[config.mk]
export PLATFORM = sky130hd
export DESIGN_NAME = wb_arbiter_flat
export DESIGN_NICKNAME = d
export VERILOG_FILES = /design/src/rtl/wb_arbiter_if.sv /design/src/rtl/wb_arbiter.sv /design/src/flat_wrapper.sv
export SDC_FILE = /design/constraint.sdc
export NUM_CORES = 1
export LEC_CHECK = 0
export ABC_AREA = 1
export CORE_MARGIN = 10
export CORE_UTILIZATION = 35
export DETAILED_ROUTE_END_ITERATION = 8
export PLACE_DENSITY = 0.67
export SYNTH_ARGS = -nofsm -noshare
export SYNTH_HDL_FRONTEND = slang
export SYNTH_SLANG_ARGS = --single-unit
[constraint.sdc]
create_clock -name clk -period 1.65 [get_ports clk]
set_input_delay 0.165 -clock clk [delete_from_list [all_inputs] [get_ports clk]]
set_output_delay 0.165 -clock clk [all_outputs]
set_load 0.005 [all_outputs]
[src/rtl/wb_arbiter_if.sv]
// Writeback arbiter bus: issue/scoreboard port, ALU and LSU result handshakes,
// and the registered register-file write port.
interface wb_arbiter_if #(
  parameter int ADDR_WIDTH = 5,
  parameter int DATA_WIDTH = 32
);
  logic                       issue_valid;
  logic [ADDR_WIDTH-1:0]      issue_rd;
  logic                       issue_stall;

  logic                       alu_valid;
  logic                       alu_ready;
  logic [ADDR_WIDTH-1:0]      alu_rd;
  logic [DATA_WIDTH-1:0]      alu_data;

  logic                       lsu_valid;
  logic                       lsu_ready;
  logic [ADDR_WIDTH-1:0]      lsu_rd;
  logic [DATA_WIDTH-1:0]      lsu_data;

  logic                       rf_wen;
  logic [ADDR_WIDTH-1:0]      rf_waddr;
  logic [DATA_WIDTH-1:0]      rf_wdata;
  logic [2**ADDR_WIDTH-1:0]   busy;

  modport slave (
    input  issue_valid, issue_rd,
    input  alu_valid, alu_rd, alu_data,
    input  lsu_valid, lsu_rd, lsu_data,
    output issue_stall, alu_ready, lsu_ready,
    output rf_wen, rf_waddr, rf_wdata, busy
  );

  modport master (
    output issue_valid, issue_rd,
    output alu_valid, alu_rd, alu_data,
    output lsu_valid, lsu_rd, lsu_data,
    input  issue_stall, alu_ready, lsu_ready,
    input  rf_wen, rf_waddr, rf_wdata, busy
  );
endinterface

[src/rtl/wb_arbiter.sv]
// Writeback stage: round-robin ALU/LSU arbitration into one registered
// register-file write per cycle, plus a per-register outstanding-write scoreboard.
module wb_arbiter #(
  parameter int ADDR_WIDTH = 5,
  parameter int DATA_WIDTH = 32
) (
  input  logic          clk,
  input  logic          rst_n,
  wb_arbiter_if.slave   bus
);
  localparam int NREG = 2**ADDR_WIDTH;

  logic                  prio_q, prio_d;
  logic                  rf_wen_q, rf_wen_d;
  logic [ADDR_WIDTH-1:0] rf_waddr_q, rf_waddr_d;
  logic [DATA_WIDTH-1:0] rf_wdata_q, rf_wdata_d;
  logic [NREG-1:0]       busy_q, busy_d;

  logic                  gnt_alu, gnt_lsu;
  logic [ADDR_WIDTH-1:0] sel_rd;
  logic [DATA_WIDTH-1:0] sel_data;

  always_comb begin
    // prio: 0 favours LSU, 1 favours ALU; after a conflict it names the loser
    gnt_alu = bus.alu_valid && (!bus.lsu_valid || prio_q);
    gnt_lsu = bus.lsu_valid && (!bus.alu_valid || !prio_q);
    prio_d  = prio_q;
    if (bus.alu_valid && bus.lsu_valid) prio_d = gnt_lsu;

    sel_rd   = gnt_alu ? bus.alu_rd   : bus.lsu_rd;
    sel_data = gnt_alu ? bus.alu_data : bus.lsu_data;

    rf_wen_d   = 1'b0;
    rf_waddr_d = rf_waddr_q;
    rf_wdata_d = rf_wdata_q;
    if (gnt_alu || gnt_lsu) begin
      rf_wen_d   = (sel_rd != '0);
      rf_waddr_d = sel_rd;
      rf_wdata_d = sel_data;
    end

    // Commit clears first so a same-edge issue to the same register wins
    busy_d = busy_q;
    if (rf_wen_q) busy_d[rf_waddr_q] = 1'b0;
    if (bus.issue_valid && (bus.issue_rd != '0)) busy_d[bus.issue_rd] = 1'b1;
    busy_d[0] = 1'b0;
  end

  always_ff @(posedge clk or negedge rst_n) begin
    if (!rst_n) begin
      prio_q     <= 1'b0;
      rf_wen_q   <= 1'b0;
      rf_waddr_q <= '0;
      rf_wdata_q <= '0;
      busy_q     <= '0;
    end else begin
      prio_q     <= prio_d;
      rf_wen_q   <= rf_wen_d;
      rf_waddr_q <= rf_waddr_d;
      rf_wdata_q <= rf_wdata_d;
      busy_q     <= busy_d;
    end
  end

  assign bus.alu_ready   = gnt_alu;
  assign bus.lsu_ready   = gnt_lsu;
  assign bus.issue_stall = (bus.issue_rd != '0) && busy_q[bus.issue_rd];
  assign bus.rf_wen      = rf_wen_q;
  assign bus.rf_waddr    = rf_waddr_q;
  assign bus.rf_wdata    = rf_wdata_q;
  assign bus.busy        = busy_q;
endmodule

[src/flat_wrapper.sv]
// flat-port wrapper written by rule: the top's interface ports become plain ports
module wb_arbiter_flat 
#(
  parameter int ADDR_WIDTH = 5,
  parameter int DATA_WIDTH = 32
)
  (clk, rst_n, bus_issue_valid, bus_issue_rd, bus_alu_valid, bus_alu_rd, bus_alu_data, bus_lsu_valid, bus_lsu_rd, bus_lsu_data, bus_issue_stall, bus_alu_ready, bus_lsu_ready, bus_rf_wen, bus_rf_waddr, bus_rf_wdata, bus_busy);
  wb_arbiter_if #(.ADDR_WIDTH(ADDR_WIDTH), .DATA_WIDTH(DATA_WIDTH)) bus_i ();
  input  logic clk;
  input  logic rst_n;
  input wire logic [$bits(bus_i.issue_valid)-1:0] bus_issue_valid;
  input wire logic [$bits(bus_i.issue_rd)-1:0] bus_issue_rd;
  input wire logic [$bits(bus_i.alu_valid)-1:0] bus_alu_valid;
  input wire logic [$bits(bus_i.alu_rd)-1:0] bus_alu_rd;
  input wire logic [$bits(bus_i.alu_data)-1:0] bus_alu_data;
  input wire logic [$bits(bus_i.lsu_valid)-1:0] bus_lsu_valid;
  input wire logic [$bits(bus_i.lsu_rd)-1:0] bus_lsu_rd;
  input wire logic [$bits(bus_i.lsu_data)-1:0] bus_lsu_data;
  output wire logic [$bits(bus_i.issue_stall)-1:0] bus_issue_stall;
  output wire logic [$bits(bus_i.alu_ready)-1:0] bus_alu_ready;
  output wire logic [$bits(bus_i.lsu_ready)-1:0] bus_lsu_ready;
  output wire logic [$bits(bus_i.rf_wen)-1:0] bus_rf_wen;
  output wire logic [$bits(bus_i.rf_waddr)-1:0] bus_rf_waddr;
  output wire logic [$bits(bus_i.rf_wdata)-1:0] bus_rf_wdata;
  output wire logic [$bits(bus_i.busy)-1:0] bus_busy;
  assign bus_i.issue_valid = bus_issue_valid;
  assign bus_i.issue_rd = bus_issue_rd;
  assign bus_i.alu_valid = bus_alu_valid;
  assign bus_i.alu_rd = bus_alu_rd;
  assign bus_i.alu_data = bus_alu_data;
  assign bus_i.lsu_valid = bus_lsu_valid;
  assign bus_i.lsu_rd = bus_lsu_rd;
  assign bus_i.lsu_data = bus_lsu_data;
  assign bus_issue_stall = bus_i.issue_stall;
  assign bus_alu_ready = bus_i.alu_ready;
  assign bus_lsu_ready = bus_i.lsu_ready;
  assign bus_rf_wen = bus_i.rf_wen;
  assign bus_rf_waddr = bus_i.rf_waddr;
  assign bus_rf_wdata = bus_i.rf_wdata;
  assign bus_busy = bus_i.busy;
  wb_arbiter #(.ADDR_WIDTH(ADDR_WIDTH), .DATA_WIDTH(DATA_WIDTH)) u_core (.clk(clk), .rst_n(rst_n), .bus(bus_i));
endmodule
==> summary.md, run 1 <==
| Metric | Value |
|---|---|
| Drt first pass iters | `4` |
| FF-to-FF setup slack | `0.26 ns` |
| Slew Viols, Final | `0` |
| Clock sinks | `70` |
| WP data arrival | `1.36 ns` |
| Final instance area | `approximately 0.0057 sq mm` |
| Placed Cells | `749` |
| Placed Area | `0.00537 sq mm` |
| Routed WL | `roughly 13 mm` |
| Initial antenna violation count | `1` |
| Critical Path Start | `u_core.bus.busy[10]$_DFF_PN0_` |
| DIE AREA | `0.0144 sq mm` |
| Routed length per instance | `16.7 um` |
| Post-route setup TNS | `0 ns` |
| Status | `finished clean` |
| Fmax | `657 MHz` |
| Fin crit period | `1.52 ns` |
| Clk root buf | `clkbuf_8` |
| Dpl hpwl | `10.1 mm` |
| Detailed Route Iter0 Violations | `235` |
| GRT Residual Overflow | `0` |
| Largest net degree at the start of global routing | `61` |
| First-pass GRT wire length | `a little over 20 mm` |
| Inserted Clock Buffers | `9` |
| CTS Buffer Depth | `2` |
| Synth cell types | `22` |
| Fillers | `915` |
| H-tree levels | `3` |
| Vias per cell | `5.00` |
| Top cells by area, synth | `dfrtp_1 (50%), nand2_1 (13%), o21ai_0 (9.2%)` |
| Vias in the first global route | `4,005` |
| Mapped Cells | `448` |
| Share of cells above drive strength 1 | `0.136` |
| Initial Util | `0.358` |
| Yosys top cell by area | `dfrtp_1` |
| FP Rows | `36` |
| CTS tree | `yes` |
| CTS clk-pin slew, worst paths | `0.07 ns` |
| Via count | `3,899` |
| Crit-path max FO | `3` |
| Clk Latency, worst-skew pair | `0.34 ns` |
| Worst r2r src | `u_core.prio_q$_DFFE_PN0P_` |
| Setup WS post-layout | `0.129 ns` |
| Nets@finish | `727` |
| Die Wd | `120 um` |
| Syn_nets | `532` |
| Reg2reg end | `u_core.bus.rf_wdata[30]$_DFFE_PN0P_` |
| Max Cap Violations | `0` |
| Setup crit end kind | `primary output` |
| Port buffer count | `155` |
| VDD IR-drop max | `0.397 mV` |
| WP data required | `between 1 and 1.5 ns` |
| Worst slack at placement | `-0.405 ns` |
| Total chip power | `6.68 mW` |
| Type of the worst min-delay path | `primary input to async pin` |
| Final cycle utilization of the critical path | `0.922` |
| Clock Skew | `0.00980 ns` |
| Setup Viol. Count Final | `0` |
| Top cell type's share of synthesized area | `0.501` |
| Final std cells w/o fill | `780` |
| Reg2reg path depth | `8` |
| Sequential area share after synthesis | `0.501` |
| Critical path endpoint | `bus_issue_stall` |
| Post-Synthesis Cell Area | `0.00350 sq mm` |
| Type of origin of the critical path | `register` |
| Syn Area/Cell | `7.81 sq um` |
| Routed Antenna Nets | `0` |
| Fin. Hold Viols | `0` |
| Core area | `0.00977 sq mm` |
| Setup CP Type | `register to primary output` |
| Die H | `120 um` |
| #FFs+latches synth | `70` |
| Ys Warns | `0` |
| Lkg Pwr | `2.52 nW` |
| GPL Wtd Cong | `~1` |
| Post-route DRC | `0` |
| Area Growth Syn to Fin | `63.3%` |
| Io pins | `157` |
| Total GRT Usage | `0.177` |
| PwrDens | `between 1000 and 1500 mW/mm^2` |
state kept, by name, summed over array words and instances, names as in the netlist:
register             cells
u_core.bus.rf_wdata     32
u_core.prio_q            1
u_core.bus.rf_wen        1
u_core.bus.rf_waddr      5
u_core.bus.busy         31
kinds of logic (layout without fill, tap and decap cells):
family	count (synthesis)	in the layout	share of synthesized area
other cells	1	2	0.00107
buf+inv	47	245	0.0690
simple gates	194	194	0.228
flops	70	70	0.501
compound gates	136	136	0.201
worst min path at each step:
stage | slack (ns) | startpoint | to | depth (start not counted)
floorplan | -0.13 | rst_n | u_core.bus.busy[10]$_DFF_PN0_ | 0
global placement | 0.05 | rst_n | u_core.bus.busy[17]$_DFF_PN0_ | 1
detailed placement | 0.06 | rst_n | u_core.bus.busy[9]$_DFF_PN0_ | 1
CTS | 0.23 | rst_n | u_core.bus.busy[19]$_DFF_PN0_ | 2
global route | 0.26 | rst_n | u_core.bus.busy[19]$_DFF_PN0_ | 2
finish | 0.25 | rst_n | u_core.bus.busy[9]$_DFF_PN0_ | 2
per-stage QoR:
stage / hold WS [ns] / utilization
floorplan: -0.131 / -
detailed placement: 0.0600 / 0.549
global placement: 0.0525 / 0.549
global route: 0.262 / 0.585
CTS: 0.231 / 0.582
finish: 0.253 / 0.585
cell type report:
class                      count  area, sq um  area share
timing repair buffer         203         1950       0.342
sequential                    70         1750       0.307
multi-input combinational    331         1560       0.273
clock buffer                  13          169      0.0296
tap                          133          166      0.0291
inverter                      28          108      0.0188
clock inverter                 1         5.00    0.000876
antenna                        1         2.50    0.000438
worst max-delay path: stages (launching register included):
cell	delay [ns]
dfrtp_1	0.41
nand2_1	0.08
nand2_1	0.04
nand2_1	0.05
nand2_1	0.05
nand2_1	0.06
nand2_1	0.05
nor2_1	0.09
nand2_1	0.06
clkbuf_2	0.12
what timing repair did:
action / 4_1_cts / 5_1_grt
pin swaps: 3 / 1
setup endpoints to repair: 3 / 1
setup buffers: 11 / 4
gates cloned: 0 / 0
endpoints found under the hold margin: 10 / 0
hold buffers: 1 / 0
gates resized for setup: 26 / 1
layout by cell type, fill, tap and decap left out, types with 2 or more instances in the layout:
master	n
nand2_1	124
inv_1	20
o21ai_0	64
buf_4	41
clkdlybuf4s50_1	145
nor3_2	6
o21ai_2	2
inv_2	7
nand3_1	19
a21oi_1	61
clkbuf_8	12
dfrtp_1	70
dlygate4sd2_1	7
buf_12	4
buf_6	2
nor2_1	36
nor3_4	2
a21oi_2	4
nand3b_1	3
o21ai_1	5
report_power, final:
part           total [mW]  internal (mW)  switching [mW]  leakage (nW)
logic                2.77           1.64            1.12          1.61
registers            2.67           2.24           0.432         0.813
clock network        1.25          0.651           0.596        0.0914
total                6.68           4.53            2.15          2.52
per-layer routing:
| metal | vias up | part of all wire | wire [um] | track usage |
|---|---|---|---|---|
| li1 | 1866 | - | - | - |
| met1 | 1823 | 0.40 | 5210 | 0.202 |
| met5 | - | 0 | 0 | 0 |
| met3 | 16 | 0.15 | 1900 | 0.110 |
| met2 | 194 | 0.44 | 5730 | 0.271 |
| met4 | 0 | 0.015 | 192 | 0.0490 |
Yosys cell counts (all sizes together):
master    n
nand3    20
a21oi    65
buf      19
nor3      8
inv      28
nor2     37
conb      1
o21ai    71
nand2   126
dfrtp    70
nand3b    3
Power figures use the tool's default switching activity.
==> inputs of run 2 (changes only) <==
--- a/config.mk
+++ b/config.mk
@@ -6,8 +6,8 @@
 export NUM_CORES = 1
 export LEC_CHECK = 0
 export ABC_AREA = 1
-export CORE_MARGIN = 10
 export CORE_UTILIZATION = 35
+export CTS_CLUSTER_DIAMETER = 150
 export DETAILED_ROUTE_END_ITERATION = 8
 export PLACE_DENSITY = 0.67
 export SYNTH_ARGS = -nofsm -noshare
==> summary.md, run 2 (synthesis gave the netlist of run 1 again) <==
| Metric | Value |
|---|---|
| Initial Util | `0.360 (+0.00166)` |
| Routed length per instance | `15.1 um (-9.4%)` |
| Setup WS post-layout | `0.108 ns (-0.0213 ns)` |
| Clk root buf | `clkbuf_8` |
| Core area | `0.00973 sq mm (-0.46%)` |
| FP Rows | `36 (unchanged)` |
| GRT Residual Overflow | `0 (unchanged)` |
| Clock Skew | `0.0114 ns (+0.00161 ns)` |
| Slew Viols, Final | `0 (unchanged)` |
| Max reg flops | `32 (unchanged)` |
| Placed Area | `0.00534 sq mm (-0.47%)` |
| FF-to-FF setup slack | `0.31 ns (+0.05 ns)` |
| Initial antenna violation count | `0 (-1)` |
| PwrDens | `1190 mW/mm^2 (+2.0%)` |
| Lkg Pwr | `2.53 nW (+0.22%)` |
| Fin. Hold Viols | `0 (unchanged)` |
| Fillers | `934 (+2.1%)` |
| Die H | `102 um (-15%)` |
| Final std cells w/o fill | `781 (+0.13%)` |
| Vias in the first global route | `3,890 (-2.9%)` |
| Fmax | `648 MHz (-1.4%)` |
| Drt first pass iters | `4 (unchanged)` |
| Routed WL | `11.8 mm (-9.3%)` |
| First-pass GRT wire length | `18.6 mm (-9.7%)` |
| Final cycle utilization of the critical path | `0.935 (+0.0129)` |
| DIE AREA | `0.0104 sq mm (-28%)` |
| Total GRT Usage | `0.233 (+0.0563)` |
| Fin crit period | `1.54 ns (+0.0213 ns)` |
| Dpl hpwl | `8.60 mm (-15%)` |
| Placed Cells | `749 (unchanged)` |
| Max Cap Violations | `0 (unchanged)` |
| Area Growth Syn to Fin | `63.4% (about the same)` |
| GPL Wtd Cong | `0.925 (-5.3%)` |
| Routed Antenna Nets | `0 (unchanged)` |
| N_diodes | `0 (-1)` |
| Vias per cell | `5.03 (+0.69%)` |
| Clock sinks | `70 (unchanged)` |
| RSZ-0062 raised after global routing | `yes` |
| Final instance area | `0.00572 sq mm (about the same)` |
| Setup Viol. Count Final | `0 (unchanged)` |
| Status | `finished clean` |
| Largest net degree at the start of global routing | `71 (+16%)` |
| Multi-input gate area | `0.00156 sq mm (-0.24%)` |
| Worst slack at placement | `-0.393 ns (+0.0120 ns)` |
| Io pins | `157 (unchanged)` |
| H-tree levels | `3 (unchanged)` |
| Via count | `3,931 (+0.82%)` |
| Inserted Clock Buffers | `9 (unchanged)` |
| WP data required | `1.48 ns (about the same)` |
| CTS tree | `yes` |
| Nets@finish | `727 (unchanged)` |
| Port buffer count | `155 (unchanged)` |
| CTS Buffer Depth | `2 (unchanged)` |
| Setup crit end kind | `primary output` |
| Most common cell after layout, fill and taps aside | `clkdlybuf4s50_1` |
| Clk Latency, worst-skew pair | `0.34 ns (about the same)` |
| Share of cells above drive strength 1 | `0.137 (+0.00112)` |
| Type of origin of the critical path | `primary input` |
| VDD IR-drop max | `0.448 mV (+13%)` |
| WHS | `0.368 ns (+0.115 ns)` |
| Detailed Route Iter0 Violations | `150 (-36%)` |
| Most frequent cells in the layout | `clkdlybuf4s50_1 (146), nand2_1 (124), dfrtp_1 (70), o21ai_0 (64), a21oi_1 (61)` |
| Post-route DRC | `0 (unchanged)` |
| Fin util | `0.588 (+0.00309)` |
| Type of the worst min-delay path | `primary input to async pin` |
| Cells along the critical path | `clkdlybuf4s15_1, inv_1, nor3_2, nand2_1, nand2_1, nor2_2, nand2_1, clkbuf_2` |
| Total chip power | `6.82 mW (+2.1%)` |
| Register area | `0.00175 sq mm (unchanged)` |
| CTS clk-pin slew, worst paths | `0.07 ns (about the same)` |
| Post-route setup TNS | `0 ns (unchanged)` |
| Setup CP Type | `primary input to primary output` |
| Die Wd | `102 um (-15%)` |
| Max incr delay on CP | `0.34 ns (-0.07 ns)` |
| WP data arrival | `1.38 ns (+0.02 ns)` |
| Crit-path max FO | `5 (+2)` |
| Crit path top cell by count | `nand2_1` |
| Critical Path Slowest Stage Cell | `clkdlybuf4s15_1` |
==> run 2: area by class of cell <==
class | instances | share of cell area
inverters | 28 | 0.0188
flip-flops and latches | 70 | 0.306
multi-input cells | 331 | 0.272
clock buffers | 12 | 0.0254
repair buffers | 203 | 0.336
clock inverters | 4 | 0.0123
well taps | 133 | 0.0291
==> run 2: path summary, 6_finish.rpt <==
path / startpoint / to / cells past startpoint
worst max register to register: u_core.bus.rf_waddr[0]$_DFFE_PN0P_ / u_core.bus.busy[20]$_DFF_PN0_ / 4
max in group asynchronous: rst_n / u_core.bus.busy[12]$_DFF_PN0_ / 3
worst max-delay path: bus_issue_rd[2] / bus_issue_stall / 8
min in group clk: bus_alu_data[26] / u_core.bus.rf_wdata[26]$_DFFE_PN0P_ / 3
worst min-delay path: rst_n / u_core.bus.busy[8]$_DFF_PN0_ / 3
worst min register to register: u_core.bus.rf_wdata[21]$_DFFE_PN0P_ / u_core.bus.rf_wdata[21]$_DFFE_PN0P_ / 2
==> run 2: worst max-delay path, delay by kind of cell <==
family	cells	cell delay [ns]
buffers and inverters	3	0.66
and+or+nand+nor	5	0.54
==> run 2: power breakdown <==
part,total (mW),leakage (nW),switching [mW],internal (mW)
sequential,2.68,0.813,0.447,2.24
combinational,2.61,1.60,1.04,1.57
clock,1.53,0.110,0.637,0.890
==> run 2: metal layers <==
metal,wire (um),GRT usage
met4,176,0.0813
met3,1260,0.0978
met5,0,0
met1,4730,0.276
met2,5650,0.380
==> run 2: what timing repair did <==
item | in CTS | in global routing
hold endpoints to repair | 70 | 0
pin swaps | 3 | 5
setup buffers | 12 | 3
resized for setup | 20 | 3
hold buffers | 1 | 0
setup endpoints to repair | 3 | 1
cloned | 0 | 0
==> inputs of run 3 (changes only) <==
--- a/config.mk
+++ b/config.mk
@@ -13,3 +13,4 @@
 export SYNTH_ARGS = -nofsm -noshare
 export SYNTH_HDL_FRONTEND = slang
 export SYNTH_SLANG_ARGS = --single-unit
+export TNS_END_PERCENT = 10
==> summary.md, run 3 (synthesis gave the netlist of run 1 again) <==
| Metric | Value |
|---|---|
| Sequential share of power | `0.394 (about the same)` |
| Detailed Route Iter0 Violations | `141 (-6.0%)` |
| Area Growth Syn to Fin | `63.0%` |
| Setup CP Type | `primary input to primary output` |
| Crit path top cell by count | `nand2_1` |
| Routed Antenna Nets | `0 (unchanged)` |
| Initial antenna violation count | `0 (unchanged)` |
| Post-route DRC | `0 (unchanged)` |
| Fin crit period | `1.53 ns (-0.00746 ns)` |
| Final instance area | `0.00570 sq mm (-0.26%)` |
| Met2 WL | `5.58 mm (-1.2%)` |
| Metal3 WL | `1.20 mm (-5.0%)` |
| Critical Path Slowest Stage Cell | `clkdlybuf4s15_1` |
| Switch Pwr | `2.13 mW (+0.19%)` |
| PwrDens | `1200 mW/mm^2 (+0.22%)` |
| Core area | `0.00973 sq mm (unchanged)` |
| Initial Util | `0.360 (unchanged)` |
| Clock Skew | `0.0119 ns (+0.000534 ns)` |
| Max incr delay on CP | `0.34 ns (about the same)` |
| Worst slack at placement | `-0.393 ns (unchanged)` |
| Via count | `3,899 (-0.81%)` |
| GPL Wtd Cong | `0.925 (unchanged)` |
| Max reg flops | `32 (unchanged)` |
| Fillers | `936 (+0.21%)` |
| Clock sinks | `70 (unchanged)` |
| Inserted Clock Buffers | `9 (unchanged)` |
| GRT Residual Overflow | `0 (unchanged)` |
| Clk root buf | `clkbuf_8` |
| Type of the worst min-delay path | `primary input to async pin` |
| Most common cell after layout, fill and taps aside | `clkdlybuf4s50_1` |
| WP data required | `1.48 ns (about the same)` |
| Setup crit end kind | `primary output` |
| Max Cap Violations | `0 (unchanged)` |
| Placed Area | `0.00534 sq mm (unchanged)` |
| Slew Viols, Final | `0 (unchanged)` |
| Uppermost layer routed | `met4` |
| Share of cells above drive strength 1 | `0.135 (-0.00267)` |
| Lkg Pwr | `2.52 nW (-0.39%)` |
| Fmax | `651 MHz (+0.49%)` |
| Pint | `4.69 mW (-0.15%)` |
| Die H | `102 um (unchanged)` |
| FP Rows | `36 (unchanged)` |
| Crit-path max FO | `5 (unchanged)` |
| First-pass GRT wire length | `18.6 mm (-0.26%)` |
| Total GRT Usage | `0.232 (-0.000880)` |
| Drt first pass iters | `5 (+1)` |
| CTS clk-pin slew, worst paths | `0.07 ns (about the same)` |
| N_diodes | `0 (unchanged)` |
| Sw frac | `0.312 (+0.000733)` |
| Post-route setup TNS | `0 ns (unchanged)` |
| Routed length per instance | `15.1 um (-0.29%)` |
| Die Wd | `102 um (unchanged)` |
| Port buffer count | `155 (unchanged)` |
| WP data arrival | `1.37 ns (about the same)` |
| VDD IR-drop max | `0.446 mV (-0.26%)` |
| Final std cells w/o fill | `779 (-0.26%)` |
| H-tree levels | `3 (unchanged)` |
| Largest net degree at the start of global routing | `71 (unchanged)` |
| Cells along the critical path | `clkdlybuf4s15_1, inv_1, nor3_2, nand2_1, nand2_1, nor2_2, nand2_1, clkbuf_2` |
| Fin util | `0.586 (-0.00154)` |
| Setup Viol. Count Final | `0 (unchanged)` |
| Fin. Hold Viols | `0 (unchanged)` |
| Status | `finished clean` |
| Setup WS post-layout | `0.115 ns (+0.00746 ns)` |
| CTS Buffer Depth | `2 (unchanged)` |
| Power share of the clock group | `0.225 (about the same)` |
| Routed WL | `11.8 mm (-0.54%)` |
| Nets@finish | `725 (-0.28%)` |
| Wl on met1 | `4.80 mm (+1.4%)` |
| CTS tree | `yes` |
| Logic pwr share | `0.382 (about the same)` |
| CP delay by family, top | `buffers and inverters` |
| Vias in the first global route | `3,890 (unchanged)` |
| Worst path bufs/invs | `3 (unchanged)` |
| Vias per cell | `5.01 (-0.56%)` |
| Most frequent cells in the layout | `clkdlybuf4s50_1 (146), nand2_1 (124), dfrtp_1 (70), o21ai_0 (64), a21oi_1 (61)` |
| Final cycle utilization of the critical path | `0.930 (-0.00452)` |
| Dpl hpwl | `8.60 mm (unchanged)` |
| DIE AREA | `0.0104 sq mm (unchanged)` |
| RSZ-0062 raised after global routing | `yes` |
| Type of origin of the critical path | `primary input` |
| Io pins | `157 (unchanged)` |
| Placed Cells | `749 (unchanged)` |
| Clk Latency, worst-skew pair | `0.35 ns (about the same)` |
-- run 3: cell types whose count changed in the layout (fill, tap and decap cells not counted) --
cell   before  now
buf_4      45   43
-- run 3: metal layers --
metal	up-vias	global-route usage
met5	-	0
li1	1860	-
met2	167	0.377
met4	0	0.0813
met1	1858	0.276
met3	14	0.0978
-- run 3: worst paths after layout --
kind,start,cells after the start,to,slack (ns)
max in group asynchronous,rst_n,3,u_core.bus.busy[14]$_DFF_PN0_,0.96
hold / removal,rst_n,3,u_core.bus.busy[8]$_DFF_PN0_,0.37
setup / recovery,bus_issue_rd[2],8,bus_issue_stall,0.12
hold reg to reg,u_core.bus.rf_wdata[21]$_DFFE_PN0P_,2,u_core.bus.rf_wdata[21]$_DFFE_PN0P_,0.53
setup reg to reg,u_core.prio_q$_DFFE_PN0P_,8,u_core.bus.rf_wdata[17]$_DFFE_PN0P_,0.30
min in group clk,bus_alu_data[26],3,u_core.bus.rf_wdata[26]$_DFFE_PN0P_,0.37
-- run 3: stage by stage --
stage | power, mW | hold WS [ns]
3_5_place_dp | 5.18 | 0.222
6_report | 6.82 | 0.366
4_1_cts | 6.81 | 0.350
2_1_floorplan | 3.46 | -0.131
3_3_place_gp | 5.12 | 0.223
5_1_grt | 7.27 | 0.354
-- run 3: final cells by class --
| cell class | count | area, sq um | share of cell area |
|---|---|---|---|
| inverter | 28 | 108 | 0.0189 |
| clock buffer | 12 | 145 | 0.0254 |
| clock inverter | 4 | 70.1 | 0.0123 |
| tap | 133 | 166 | 0.0292 |
| sequential | 70 | 1750 | 0.307 |
| multi-input combinational | 331 | 1560 | 0.273 |
| timing repair buffer | 201 | 1910 | 0.334 |
-- run 3: worst register-to-register path, delay by kind of cell, from the launching register on --
family / cells / cell delay, ns
and+or+nand+nor: 2 / 0.12
DFF: 1 / 0.42
AOI/OAI and AO/OA: 2 / 0.25
buffers and inverters: 4 / 0.45
-- run 3: power groups by stage --
stage               clock (mW)  sequential [mW]  combinational [mW]
finish                    1.53             2.68                2.60
global route              1.66             2.73                2.89
CTS                       1.57             2.69                2.55
detailed placement           0             2.73                2.44
global placement             0             2.73                2.39
floorplan                    0             2.64               0.817
-- run 3: what timing repair did --
item | CTS | global route
setup endpoints to repair | 3 | 1
setup buffers | 10 | 3
pin swaps | 3 | 5
gates resized for setup | 20 | 3
hold buffers | 1 | 0
endpoints found under the hold margin | 70 | 0
